==> src/rtl/rom_readback.sv <==
`default_nettype none
// ============================================================================
// rom_readback : one-word cached byte readback of SDRAM-held ROM for upload.
// Option macro ROM_READBACK_TIMEOUT_EN bounds the SDRAM wait and flags rd_err.
// Revision     : 1.0
// ============================================================================
module rom_readback #(
    parameter logic [15:0] ROM_INDEX   = 16'h1,
    parameter int          TIMEOUT_CYC = 255
) (
    input  logic        clk,
    input  logic        RSTn,
    input  logic        ioctl_upload,
    input  logic [15:0] ioctl_index,
    input  logic        ioctl_rd,
    input  logic [24:0] ioctl_addr,
    output logic [7:0]  ioctl_din,
    output logic        ioctl_wait,
    output logic [24:0] sdr_addr,
    output logic        sdr_req,
    input  logic        sdr_rdy,
    input  logic [15:0] sdr_dout,
    output logic        rd_err
);

    typedef enum logic [1:0] {
        S_IDLE = 2'd0,
        S_REQ  = 2'd1,
        S_RESP = 2'd2
    } state_t;

    generate
        if (TIMEOUT_CYC < 1 || TIMEOUT_CYC > 255) begin : g_timeout_range
            $error("rom_readback: TIMEOUT_CYC must be 1..255");
        end
    endgenerate

    state_t      r_state;
    logic        r_upload_d;
    logic        r_valid;
    logic [23:0] r_tag;
    logic [15:0] r_data;
    logic        r_sel;
    logic [7:0]  r_resp_byte;

    logic        w_active;
    logic        w_upload_rise;
    logic        w_hit;

`ifdef ROM_READBACK_TIMEOUT_EN
    localparam logic [7:0] C_TIMEOUT_LAST = 8'(TIMEOUT_CYC - 1);
    logic [7:0]  r_tmo_cnt;
`else
    assign rd_err = 1'b0;
`endif

    function automatic logic [7:0] sel_byte(input logic [15:0] word, input logic hi);
        return hi ? word[15:8] : word[7:0];
    endfunction

    assign w_active      = ioctl_rd & ioctl_upload & (ioctl_index == ROM_INDEX);
    assign w_upload_rise = ioctl_upload & ~r_upload_d;
    // A read landing on the upload-start edge must not hit stale cache contents.
    assign w_hit         = r_valid & ~w_upload_rise & (r_tag == ioctl_addr[24:1]);

    always_ff @(posedge clk) begin
        if (!RSTn) begin
            r_state     <= S_IDLE;
            r_upload_d  <= 1'b0;
            r_valid     <= 1'b0;
            r_tag       <= 24'd0;
            r_data      <= 16'd0;
            r_sel       <= 1'b0;
            r_resp_byte <= 8'h00;
            ioctl_din   <= 8'h00;
            ioctl_wait  <= 1'b0;
            sdr_addr    <= 25'd0;
            sdr_req     <= 1'b0;
`ifdef ROM_READBACK_TIMEOUT_EN
            r_tmo_cnt   <= 8'd0;
            rd_err      <= 1'b0;
`endif
        end else begin
            r_upload_d <= ioctl_upload;
            if (w_upload_rise) begin
                r_valid <= 1'b0;
`ifdef ROM_READBACK_TIMEOUT_EN
                rd_err  <= 1'b0;
`endif
            end

            case (r_state)
                S_IDLE: begin
                    if (w_active) begin
                        if (w_hit) begin
                            ioctl_din <= sel_byte(r_data, ioctl_addr[0]);
                        end else begin
                            ioctl_wait <= 1'b1;
                            sdr_req    <= 1'b1;
                            sdr_addr   <= {ioctl_addr[24:1], 1'b0};
                            r_sel      <= ioctl_addr[0];
                            r_state    <= S_REQ;
`ifdef ROM_READBACK_TIMEOUT_EN
                            r_tmo_cnt  <= 8'd0;
`endif
                        end
                    end
                end

                // Upload ending mid-request does not abort: the fill completes.
                S_REQ: begin
                    if (sdr_rdy) begin
                        r_data      <= sdr_dout;
                        r_tag       <= sdr_addr[24:1];
                        r_valid     <= 1'b1;
                        r_resp_byte <= sel_byte(sdr_dout, r_sel);
                        sdr_req     <= 1'b0;
                        r_state     <= S_RESP;
                    end
`ifdef ROM_READBACK_TIMEOUT_EN
                    else if (r_tmo_cnt == C_TIMEOUT_LAST) begin
                        r_resp_byte <= 8'hFF;
                        rd_err      <= 1'b1;
                        sdr_req     <= 1'b0;
                        r_state     <= S_RESP;
                    end else begin
                        r_tmo_cnt <= r_tmo_cnt + 8'd1;
                    end
`endif
                end

                S_RESP: begin
                    ioctl_din  <= r_resp_byte;
                    ioctl_wait <= 1'b0;
                    r_state    <= S_IDLE;
                end

                default: begin
                    r_state <= S_IDLE;
                end
            endcase
        end
    end

endmodule
`default_nettype wire

==> config.mk <==
export PLATFORM = sky130hd
export DESIGN_NAME = rom_readback
export DESIGN_NICKNAME = d
export VERILOG_FILES = /design/src/rtl/rom_readback.sv
export SDC_FILE = /design/constraint.sdc
export NUM_CORES = 1
export LEC_CHECK = 0
export BUFFER_PORTS_ARGS = -buffer_cell sky130_fd_sc_hd__buf_2
export CAP_MARGIN = 20
export CORE_ASPECT_RATIO = 0.8
export CORE_UTILIZATION = 57
export CTS_CLUSTER_SIZE = 24
export DETAILED_ROUTE_END_ITERATION = 8
export HOLD_SLACK_MARGIN = 0.15
export PLACE_DENSITY = 0.82
export SLEW_MARGIN = 0
export SYNTH_ARGS = -nofsm -noshare
export SYNTH_HDL_FRONTEND = slang
export SYNTH_SLANG_ARGS = --single-unit
==> constraint.sdc <==
create_clock -name clk -period 5.1 [get_ports clk]
set_input_delay 0.255 -clock clk [delete_from_list [all_inputs] [get_ports clk]]
set_output_delay 0.255 -clock clk [all_outputs]
set_load 0.05 [all_outputs]
* After elaboration in Yosys (flattened, before gate mapping)
Cells that the tools add are included.
Storage, ports and cells: flip-flop bits (word level) 87, bits in latches 0, RAM bits 0, bits in read-only memories 0, output and inout bits 36, logic and storage cells 53, memories 0
Operators by class: add/sub/neg operators 0, multipliers 0, divide/modulo/power cells 0, $lt $le $gt $ge 0, equality and inequality tests 8, shift operators 0, muxes and demuxes 17, bitwise logic cells 8, reductions and logical operators 9
Operators with widths (number):
- 8-bit two-way mux | 4
- 24-bit == test | 1
- 16-bit by 1-bit == test with 1-bit output, second input constant | 1
- 8-bit case mux with 2 select lines | 1
- 3-bit AND reduction | 4
- 2-bit != test, second input constant | 4
- 1-bit two-way mux | 6
- 2-bit two-way mux | 3
- 1-bit bitwise AND | 5
- 1-bit case mux with 2 select lines | 2
- 2-bit case mux with 2 select lines | 1
- 4-bit AND reduction | 1
- 2-bit nonzero test | 2
- 1-bit NOT | 3
- 2-bit by 1-bit == test with 1-bit output, second input constant | 1
- 2-bit == test, second input constant | 1
- 2-bit logical NOT | 1
- 2-bit AND reduction | 1

* Longest topological paths before layout
Gate-level depths: netlist (run 1).
depth after elaboration 8, mapped depth 8, depth with buffers taken out 5

* Least setup slack after synthesis (run 1)
No wires, ideal clock.
path kind reg2reg, start register r_tag[9], end register sdr_req, data arrival time 1.863 ns, setup slack 3.123 ns, cell stages (with the launch flop) 9, period minus slack after synthesis 1.977 ns, path through dfxtp_1 -> xnor2_1 -> nand3_1 -> or4_4 -> buf_6 -> o211a_1 -> buf_6 -> buf_8 -> o21a_1
On the way: cells in the longest elaborated chain, start to end 4
RTL lines:
- start, declared | RTL line 41 | logic [23:0] r_tag;
- start signal, assigned | RTL line 114 | r_tag <= sdr_addr[24:1];
- 24-bit == test | RTL line 64 | assign w_hit = r_valid & ~w_upload_rise & (r_tag == ioctl_addr[24:1]);
- 1-bit bitwise AND | RTL line 64
- 2-bit != test (no source line)
- 4-bit AND reduction (no source line)
- end signal, assigned | RTL line 78 | sdr_req <= 1'b0;
- end signal, assigned | RTL line 99 | sdr_req <= 1'b1;
- end signal, assigned | RTL line 117 | sdr_req <= 1'b0;
- end, declared | RTL line 20 | output logic sdr_req,
Every way passes these cells. A chain may end at the register's enable or synchronous reset.

* Worst setup path after layout (run 1)
start register r_tag[19], end register ioctl_wait
On the way: cells in the longest elaborated chain, start to end 4
RTL lines:
- 24-bit == test | RTL line 64
- 1-bit bitwise AND | RTL line 64
- 2-bit != test (no source line)
- 3-bit AND reduction (no source line)
- end signal, assigned | RTL line 76 | ioctl_wait <= 1'b0;
- end signal, assigned | RTL line 98 | ioctl_wait <= 1'b1;
- end signal, assigned | RTL line 134 | ioctl_wait <= 1'b0;
- end, declared | RTL line 18 | output logic ioctl_wait,
Every way passes these cells.

==> results of run 1 <==
## routing by layer
layer	track usage, %	vias to the layer above	share of wire, %
li1	-	1709	-
met1	38.2	1662	47
met2	39.9	127	45
met3	7.94	14	7.0
met4	8.06	0	1.2
met5	0	-	0
## power groups by stage
stage,registers (mW),logic (mW),clock network (mW)
floorplan,0.695,0.0384,0
global placement,0.695,0.0720,0
detailed placement,0.695,0.0729,0
CTS,0.679,0.0745,0.468
global route,0.679,0.0843,0.499
finish,0.679,0.0771,0.461
## cell usage after synthesis (2+ instances only)
| cell | count |
|---|---|
| o211ai_1 | 8 |
| and2_1 | 3 |
| xnor2_1 | 10 |
| buf_4 | 2 |
| nor2_1 | 2 |
| xor2_1 | 14 |
| a32oi_1 | 8 |
| o21ai_0 | 8 |
| o2111ai_1 | 8 |
| buf_1 | 3 |
| and3_1 | 9 |
| mux2i_1 | 41 |
| nand2b_1 | 2 |
| o211a_1 | 10 |
| clkbuf_1 | 28 |
| nor4_1 | 5 |
| buf_6 | 2 |
| o21a_1 | 2 |
| nand2_1 | 147 |
| dfxtp_1 | 87 |
| nand3_1 | 3 |
| nand4_1 | 3 |
| a21boi_0 | 40 |
## logic make-up (layout without fill, tap and decap cells)
kind of cell | Yosys count | after routing | share of synthesized area, %
AO/OA/AOI/OAI | 85 | 85 | 16.5
XOR/XNOR | 24 | 24 | 5.24
buffers and inverters | 38 | 115 | 4.80
flip-flops | 87 | 87 | 43.4
multiplexers | 41 | 41 | 10.2
other | 1 | 2 | 0.0935
AND/OR/NAND/NOR | 182 | 182 | 19.7
## final timing paths
check	from	endpoint	slack [ns]	depth (start not counted)
min reg2reg	r_data[1]	r_data[1]	0.47	2
max	r_tag[19]	ioctl_wait	2.45	6
max reg2reg	r_tag[19]	ioctl_wait	2.45	6
min	sdr_dout[10]	r_data[10]	0.16	3
## stage by stage
step	power (mW)	util (%)	setup slack, ns	hold slack, ns
2_1_floorplan	0.733	-	3.12	0.377
3_3_place_gp	0.767	67.0	2.58	0.454
3_5_place_dp	0.768	67.0	2.53	0.462
4_1_cts	1.22	70.1	2.56	0.151
5_1_grt	1.26	70.5	2.42	0.160
6_report	1.22	70.5	2.45	0.156
## area by class of cell
cell class / count / area [sq um] / share of cell area, %
clock buffer: 10 / 138 / 2.96
timing repair buffer: 100 / 541 / 11.6
sequential: 87 / 1740 / 37.4
tap: 84 / 105 / 2.26
clock inverter: 4 / 47.5 / 1.02
multi-input combinational: 334 / 2080 / 44.7
inverter: 1 / 3.75 / 0.0806
## state kept, by name, summed over array words and instances (netlist names)
| name | flops |
|---|---|
| ioctl_wait | 1 |
| r_data | 16 |
| r_upload_d | 1 |
| r_valid | 1 |
| r_state | 2 |
| r_resp_byte | 8 |
| r_tag | 24 |
| sdr_addr | 24 |
| ioctl_din | 8 |
| r_sel | 1 |
| sdr_req | 1 |
## critical path, stage by stage, from the launching register on
cell and delay, ns:
dfxtp_1 0.33, xor2_1 0.17, nor4_1 0.52, nand4_1 0.55
o211a_1 0.42, buf_4 0.28, o211a_1 0.27
## what timing repair did
item | CTS | global route
hold buffers | 2 | 0
resized for setup | 0 | 0
hold endpoints to repair | 2 | 0
==> out/qor.yml, run 1 <==
viasPerCell: 5.66
grt_pass1_vias: 3223
fp.coreArea_sq_um: 6600
row_count: 26
clkPwrFrac_pct: 37.9
start_util_pct: 60.7
final_common_cell: "nand2_1"
cts_buffers: 9
n_antenna_cell: 0
die_h_um: 77.0
place_area_sq_um: 4420
min_period_ns: 2.65
drtPass1Iterations: 6
cts.sinks: 87
power.density_nw_per_um2: 261
drtIter0Drc: 251
clock_latency_ns: 0.35
clock.fmax_mhz: 378
max-vdd-ir-drop_mv: 0.173
synthCells: 458
placed_cells: 603
cts_tree: "yes"
hold_viol_final: 0
clockBufferDepth: 2
gp_congestion: 0.815
yosysUniqueCellTypes: 36
finalSetupViolations: 0
ys_seq_elements: 87
cp_data_required_time_ns: 5.34
antenna_found_initial: 1
globalRouteTotalUtil_pct: 27.1
synth_area_sq_um: 4010
power.switching_mw: 0.271
critPathKind: "register to register"
fin_nets: 595
fin_area_sq_um: 4660
finClkSkew_ns: 0.00656
end_kind: "register"
finalCritPeriodShare_pct: 51.9
relSlewSlack_pct: 28.3
clk_pin_slew_ns: 0.08
finalSetupTns_ns: 0
slew_viol_final: 0
p_leak_nw: 1.98
grt_pass1_wl_um: 15400
worst-path-max-fanout: 27
synth-edff-count: 0
post-dp-hpwl_um: 6270
synthFlopType: "dfxtp_1"
synth_top_area_share_pct: 43.4
antenna_left: 0
dieArea_sq_um: 7380
p_seq_share_pct: 55.8
post_drt_wl_per_cell_um: 15.5
ys_seq_area_share_pct: 43.4
sw_frac_of_total_pct: 22.2
fillers: 522
drive_gt1_share_pct: 21.5
yosys.area.top_type: "dfxtp_1"
cp.arrival_ns: 2.89
synth_area_per_cell_sq_um: 8.76
max-cap-violations: 0
fp.dieW_um: 95.8
area_growth_pct: 16.1
hp-class: "input port to register"
run_status: "complete, no violations"
grt_max_degree: 129
cp-start-kind: "register"
fin_cells: 620
io_buffers: 95
htree_levels: 3
pin_count: 98
layout_common_cells: "nand2_1 (147), buf_2 (94), dfxtp_1 (87)"
synthTopCellsByArea: "dfxtp_1 (43%), nand2_1 (14%), mux2i_1 (10%)"
route.detailed.drc: 0
async_flop_share_pct: 0
worstMarginPinSlew_ns: 1.08
via_count: 3512
rsz0062_at_grt: "no"
postCtsSetupBuffers: 0
pwr-share-comb_pct: 6.3
p_int_mw: 0.947
yosys_warnings: 0
overflow: 0
cts_root_buf: "clkbuf_8"
routed_wl_um: 9630
(Power assumes the default switching activity.)
==> run 2, diff against run 1 <==
- ABC_AREA: default -> 1
- CORE_UTILIZATION: 57 -> 49
- PLACE_DENSITY: 0.82 -> 0.75
- clock period: 5.1 -> 2.22 ns (I/O delays scaled with it)
==> run 2 against run 1 <==
Count of clock-buffer cells in the layout grew 3. Area after synthesis grew 4.5%. Wire length grew 11%. Die area is 21% higher. Worst hold slack better by 0.17 ns. Largest power group unchanged.
==> out/qor.yml, run 2 <==
run_status: "complete, no violations"
grt_pass1_wl_um: 18000
antenna_left: 0
gp_congestion: 0.782
drtPass1Iterations: 4
critPathKind: "input port to register"
synth_xor_area_share_pct: 2.30
pre_cts_ws_ns: 0.455
grt_pass1_vias: 3988
crit_path_frequent_cell: "nand2_1"
row_count: 29
cp_data_required_time_ns: 2.47
overflow: 0
ys_seq_area_share_pct: 41.6
holdCritStartpoint: "sdr_rdy"
synth_compound_area_share_pct: 10.5
ys_seq_elements: 87
synth_area_per_cell_sq_um: 6.47
max-cap-violations: 0
worst-path-max-fanout: 53
final_common_cell: "nand2_1"
yosysMostFrequentCell: "nand2_1"
clock.fmax_mhz: 530
via_count: 4352
synth_top_area_share_pct: 41.6
die_h_um: 84.7
p_leak_nw: 2.52
area_growth_pct: 26.4
post-dp-hpwl_um: 7230
yosys.area.top_type: "dfxtp_1"
fillers: 722
cts.sinks: 87
finClkSkew_ns: 0.00841
cp.arrival_ns: 2.14
hp-class: "input port to register"
fp.coreArea_sq_um: 8090
worst_slack_ns: 0.335
synth-adder-area-share_pct: 0
slew_viol_final: 0
dieArea_sq_um: 8930
max_stage_delay_ns: 0.53
relSlewSlack_pct: 30.2
pin_count: 98
cp-start-kind: "input port"
min_period_ns: 1.89
synth-edff-count: 0
drive_gt1_share_pct: 16.2
grt_max_degree: 56
fp.dieW_um: 105
postCtsSetupBuffers: 0
critPathBufInv: 2
path_delay_family: "simple AND/OR/NAND/NOR gates"
synth_top_family_by_area: "simple AND/OR/NAND/NOR gates"
finalSetupTns_ns: 0
synthMuxAreaShare_pct: 0
finalCritPeriodShare_pct: 84.9
viasPerCell: 4.94
synthTopCellsByArea: "dfxtp_1 (42%), nand2_1 (17%), nor2_1 (8.2%)"
synthCells: 647
io_buffers: 95
slowest_stage: "dlygate4sd3_1"
finalSetupViolations: 0
end_kind: "register"
yosysUniqueCellTypes: 25
drtIter0Drc: 317
rsz0062_at_grt: "no"
antenna_found_initial: 0
n_antenna_cell: 0
post_drt_wl_per_cell_um: 12.2
power.density_nw_per_um2: 552
clk_pin_slew_ns: 0.08
htree_levels: 3
top_regs: "r_tag x24, sdr_addr x24, r_data x16"
synthTopCellsByCount: "nand2_1 (194), nor2_1 (92), dfxtp_1 (87)"
critPathLaunch: "ioctl_upload"
clockBufferDepth: 2
hold_buffers: 42
synthSimpleGateAreaFrac_pct: 34.6
start_util_pct: 51.8
worstMarginPinSlew_ns: 1.05
layout_common_cells: "nand2_1 (193), buf_2 (95), nor2_1 (91)"
post_cts_resized: 0
route.detailed.drc: 0
synth_area_sq_um: 4190
max-vdd-ir-drop_mv: 0.388
clock_latency_ns: 0.36
routed_wl_um: 10700
cts_tree: "yes"
cts_buffers: 9
crit_chain: "dlygate4sd3_1 -> buf_2 -> a21boi_2 -> nand2_1 -> nor2_1 -> nand2_1 -> nor2_2 -> nand2_1 -> nand2_4 -> nand2_1 -> nand2_1 -> nor2_1"
fin_nets: 830
async_flop_share_pct: 0
yosys_warnings: 0
r2r_start: "r_tag[21]"
synthFlopType: "dfxtp_1"
hold_viol_final: 0
globalRouteTotalUtil_pct: 25.1
cts_root_buf: "clkbuf_8"
## run 2: worst paths after layout
check | cells past startpoint | to | slack (ns)
worst min register to register | 2 | r_data[15] | 0.46
worst max register to register | 10 | sdr_addr[14] | 0.42
worst max-delay path | 12 | sdr_addr[14] | 0.33
worst min-delay path | 4 | r_resp_byte[3] | 0.33
## run 2: kinds of logic after synthesis
kind of cell,Yosys count
buffers and inverters,108
XOR/XNOR,11
flip-flops,87
other,1
AND/OR/NAND/NOR,355
AO/OA/AOI/OAI,85
## run 2: through the flow
| step | utilization (%) | instances | hold WS, ns | power (mW) | area (sq um) |
|---|---|---|---|---|---|
| after global placement | 57.9 | 823 | 0.364 | 1.80 | 4680 |
| final | 65.4 | 881 | 0.330 | 2.92 | 5290 |
| after floorplan | - | 648 | 0.204 | 1.70 | 4190 |
| after detailed placement | 57.9 | 823 | 0.375 | 1.80 | 4680 |
| after CTS | 65.4 | 881 | 0.315 | 2.94 | 5290 |
| after global routing | 65.4 | 881 | 0.343 | 3.04 | 5290 |
## run 2: per-layer routing
| metal | track usage, % | share of wire [%] |
|---|---|---|
| met2 | 40.4 | 45 |
| met3 | 6.06 | 6.7 |
| met5 | 0 | 0 |
| met1 | 33.8 | 47 |
| met4 | 6.66 | 0.99 |
## run 2: tightest hold or removal path, cell delays in order
cell	delay (ns)
buf_2	0.12
buf_4	0.24
nand3_1	0.12
a21oi_1	0.05
## run 2: cell type report
cell class              count  area, sq um  share of cell area [%]
repair buffers            141          938                    17.7
multi-input cells         453         2000                    37.8
clock buffers              13          149                    2.81
flip-flops and latches     87         1740                    32.9
well taps                 108          135                    2.55
clock inverters             3         42.5                   0.804
inverters                  76          285                    5.39
## run 2: where the power goes
group	switching [mW]	total (mW)	internal, mW
registers	0.000238	1.56	1.56
logic	0.142	0.264	0.122
clock network	0.546	1.10	0.551
total	0.689	2.92	2.23
==> run 3, diff against run 2 <==
- CORE_UTILIZATION: 49 -> 54
- PLACE_DENSITY: 0.75 -> 0.78
- clock period: 2.22 -> 1.8 ns (I/O delays scaled with it)
==> run 3 against run 2 <==
Setup slack lost 0.15 ns. Core utilization up 6.8 points. Total power up 21%. Critical path depth increased by 1. Register-to-register slack got worse by 0.21 ns. Cell count grew 0.57%. Sequential share of layout area fell by 0.60 points. Die area is 9.1% lower. Count of clock-buffer cells in the layout is 3 lower. Worst hold slack got worse by 0.032 ns. Clock skew shrank 0.0010 ns. Non-clock buffer count rose by 8. Critical path type unchanged. Critical endpoint is now sdr_addr[12].
==> out/qor.yml, run 3 (synthesized netlist as in run 2, its figures left out) <==
run_status: "complete, no violations"
cts.sinks: 87
area_growth_pct: 28.7
final_common_cell: "nand2_1"
clock_latency_ns: 0.36
relSlewSlack_pct: 63.1
gp_congestion: 0.868
power_mw: 3.55
drtIter0Drc: 357
route.detailed.drc: 0
overflow: 0
clock.fmax_mhz: 618
grt_pass1_vias: 3783
cts_buffers: 9
end_kind: "register"
place_area_sq_um: 4740
cts_root_buf: "clkbuf_8"
crit_chain: "dlygate4sd3_1 -> buf_2 -> xnor2_2 -> nand2_1 -> nor2_1 -> nand2_1 -> nor2_2 -> nand2_1 -> nand2_4 -> clkbuf_16 -> nand2_1 -> nand2_1 -> nor2_1"
fin_nets: 838
antenna_left: 0
post-dp-hpwl_um: 7030
via_count: 4415
grt_max_degree: 56
cp_data_required_time_ns: 2.07
post_drt_wl_per_cell_um: 12.6
die_h_um: 80.8
dieArea_sq_um: 8120
power.density_nw_per_um2: 658
p_leak_nw: 2.58
worstMarginPinSlew_ns: 0.552
finalCritPeriodShare_pct: 89.8
clockBufferDepth: 2
fp.coreArea_sq_um: 7460
fillers: 603
cp.arrival_ns: 1.88
layout_common_cells: "nand2_1 (192), buf_2 (95), nor2_1 (91)"
row_count: 28
final_util_pct: 72.3
slowest_stage: "dlygate4sd3_1"
io_buffers: 95
min_period_ns: 1.62
rsz0062_at_grt: "no"
max-cap-violations: 0
antenna_found_initial: 0
globalRouteTotalUtil_pct: 27.8
pin_count: 98
crit_path_frequent_cell: "nand2_1"
top_regs: "r_tag x24, sdr_addr x24, r_data x16"
slew_viol_final: 0
n_antenna_cell: 0
worst-path-max-fanout: 16
max-vdd-ir-drop_mv: 0.469
clk_pin_slew_ns: 0.09
drtPass1Iterations: 5
cts_tree: "yes"
start_util_pct: 56.1
finalSetupViolations: 0
max_stage_delay_ns: 0.54
viasPerCell: 4.98
fp.dieW_um: 100
critPathKind: "input port to register"
hold_viol_final: 0
grt_pass1_wl_um: 17600
finClkSkew_ns: 0.00741
routed_wl_um: 11200
cp-start-kind: "input port"
fin_area_sq_um: 5390
drive_gt1_share_pct: 17.5
finalSetupTns_ns: 0
hp-class: "input port to register"
htree_levels: 3
run 3: cell count changes in the layout (fill, tap and decap cells not counted), sizes merged, moves of 2 or more:
cell / previous run / this run
buf: 99 / 105
clkbuf: 13 / 11
clkinv: 2 / 5
inv: 75 / 77
run 3: timing repair:
| action | in CTS | in global routing |
|---|---|---|
| gates resized for setup | 0 | 3 |
| endpoints found under the setup margin | 0 | 15 |
| buffers inserted | 0 | 0 |
| endpoints found under the hold margin | 52 | 0 |
| hold buffers | 43 | 0 |
run 3: area by class of cell:
class                           count  area (sq um)  area share [%]
Sequential cell                    87          1740            32.3
Inverter                           76           285            5.29
Timing Repair Buffer              149          1030            19.1
Multi-Input combinational cell    453          2020            37.5
Tap cell                          105           131            2.44
Clock inverter                      6          55.1            1.02
Clock buffer                       10           128            2.37
run 3: layer usage:
layer | global-route usage, % | part of all wire, % | vias up
met5 | 0 | 0 | -
met4 | 6.96 | 1.6 | 0
met3 | 6.11 | 7.0 | 18
met2 | 45.5 | 45 | 182
met1 | 37.5 | 46 | 1956
li1 | - | - | 2259
run 3: critical path: cells and delay by family:
family	cells	cell delay, ns
XOR/XNOR	1	0.19
buffers and inverters	3	0.87
AND/OR/NAND/NOR	9	0.73
run 3: path summary, 6_finish.rpt:
kind / slack (ns) / cells past startpoint / start / end
worst min-delay path: 0.30 / 4 / sdr_rdy / r_state[1]
worst max register to register: 0.21 / 5 / r_state[1] / ioctl_din[0]
worst min register to register: 0.47 / 2 / r_resp_byte[2] / r_resp_byte[2]
worst max-delay path: 0.18 / 13 / ioctl_addr[23] / sdr_addr[12]
run 3: where the power goes:
group | internal, mW | leakage [nW] | total (mW) | switching, mW
Clock | 0.526 | 0.0929 | 1.28 | 0.758
Sequential | 1.92 | 0.701 | 1.92 | 0.000238
Combinational | 0.155 | 1.78 | 0.338 | 0.182
Total | 2.61 | 2.58 | 3.55 | 0.940
run 3: metrics by stage:
| stage | setup WS [ns] | cells | hold WS (ns) |
|---|---|---|---|
| after global routing | 0.00275 | 886 | 0.305 |
| final | 0.183 | 886 | 0.297 |
| after CTS | 0.131 | 885 | 0.277 |
| after floorplan | 0.442 | 648 | 0.183 |
| after detailed placement | 0.195 | 826 | 0.355 |
| after global placement | 0.211 | 826 | 0.336 |
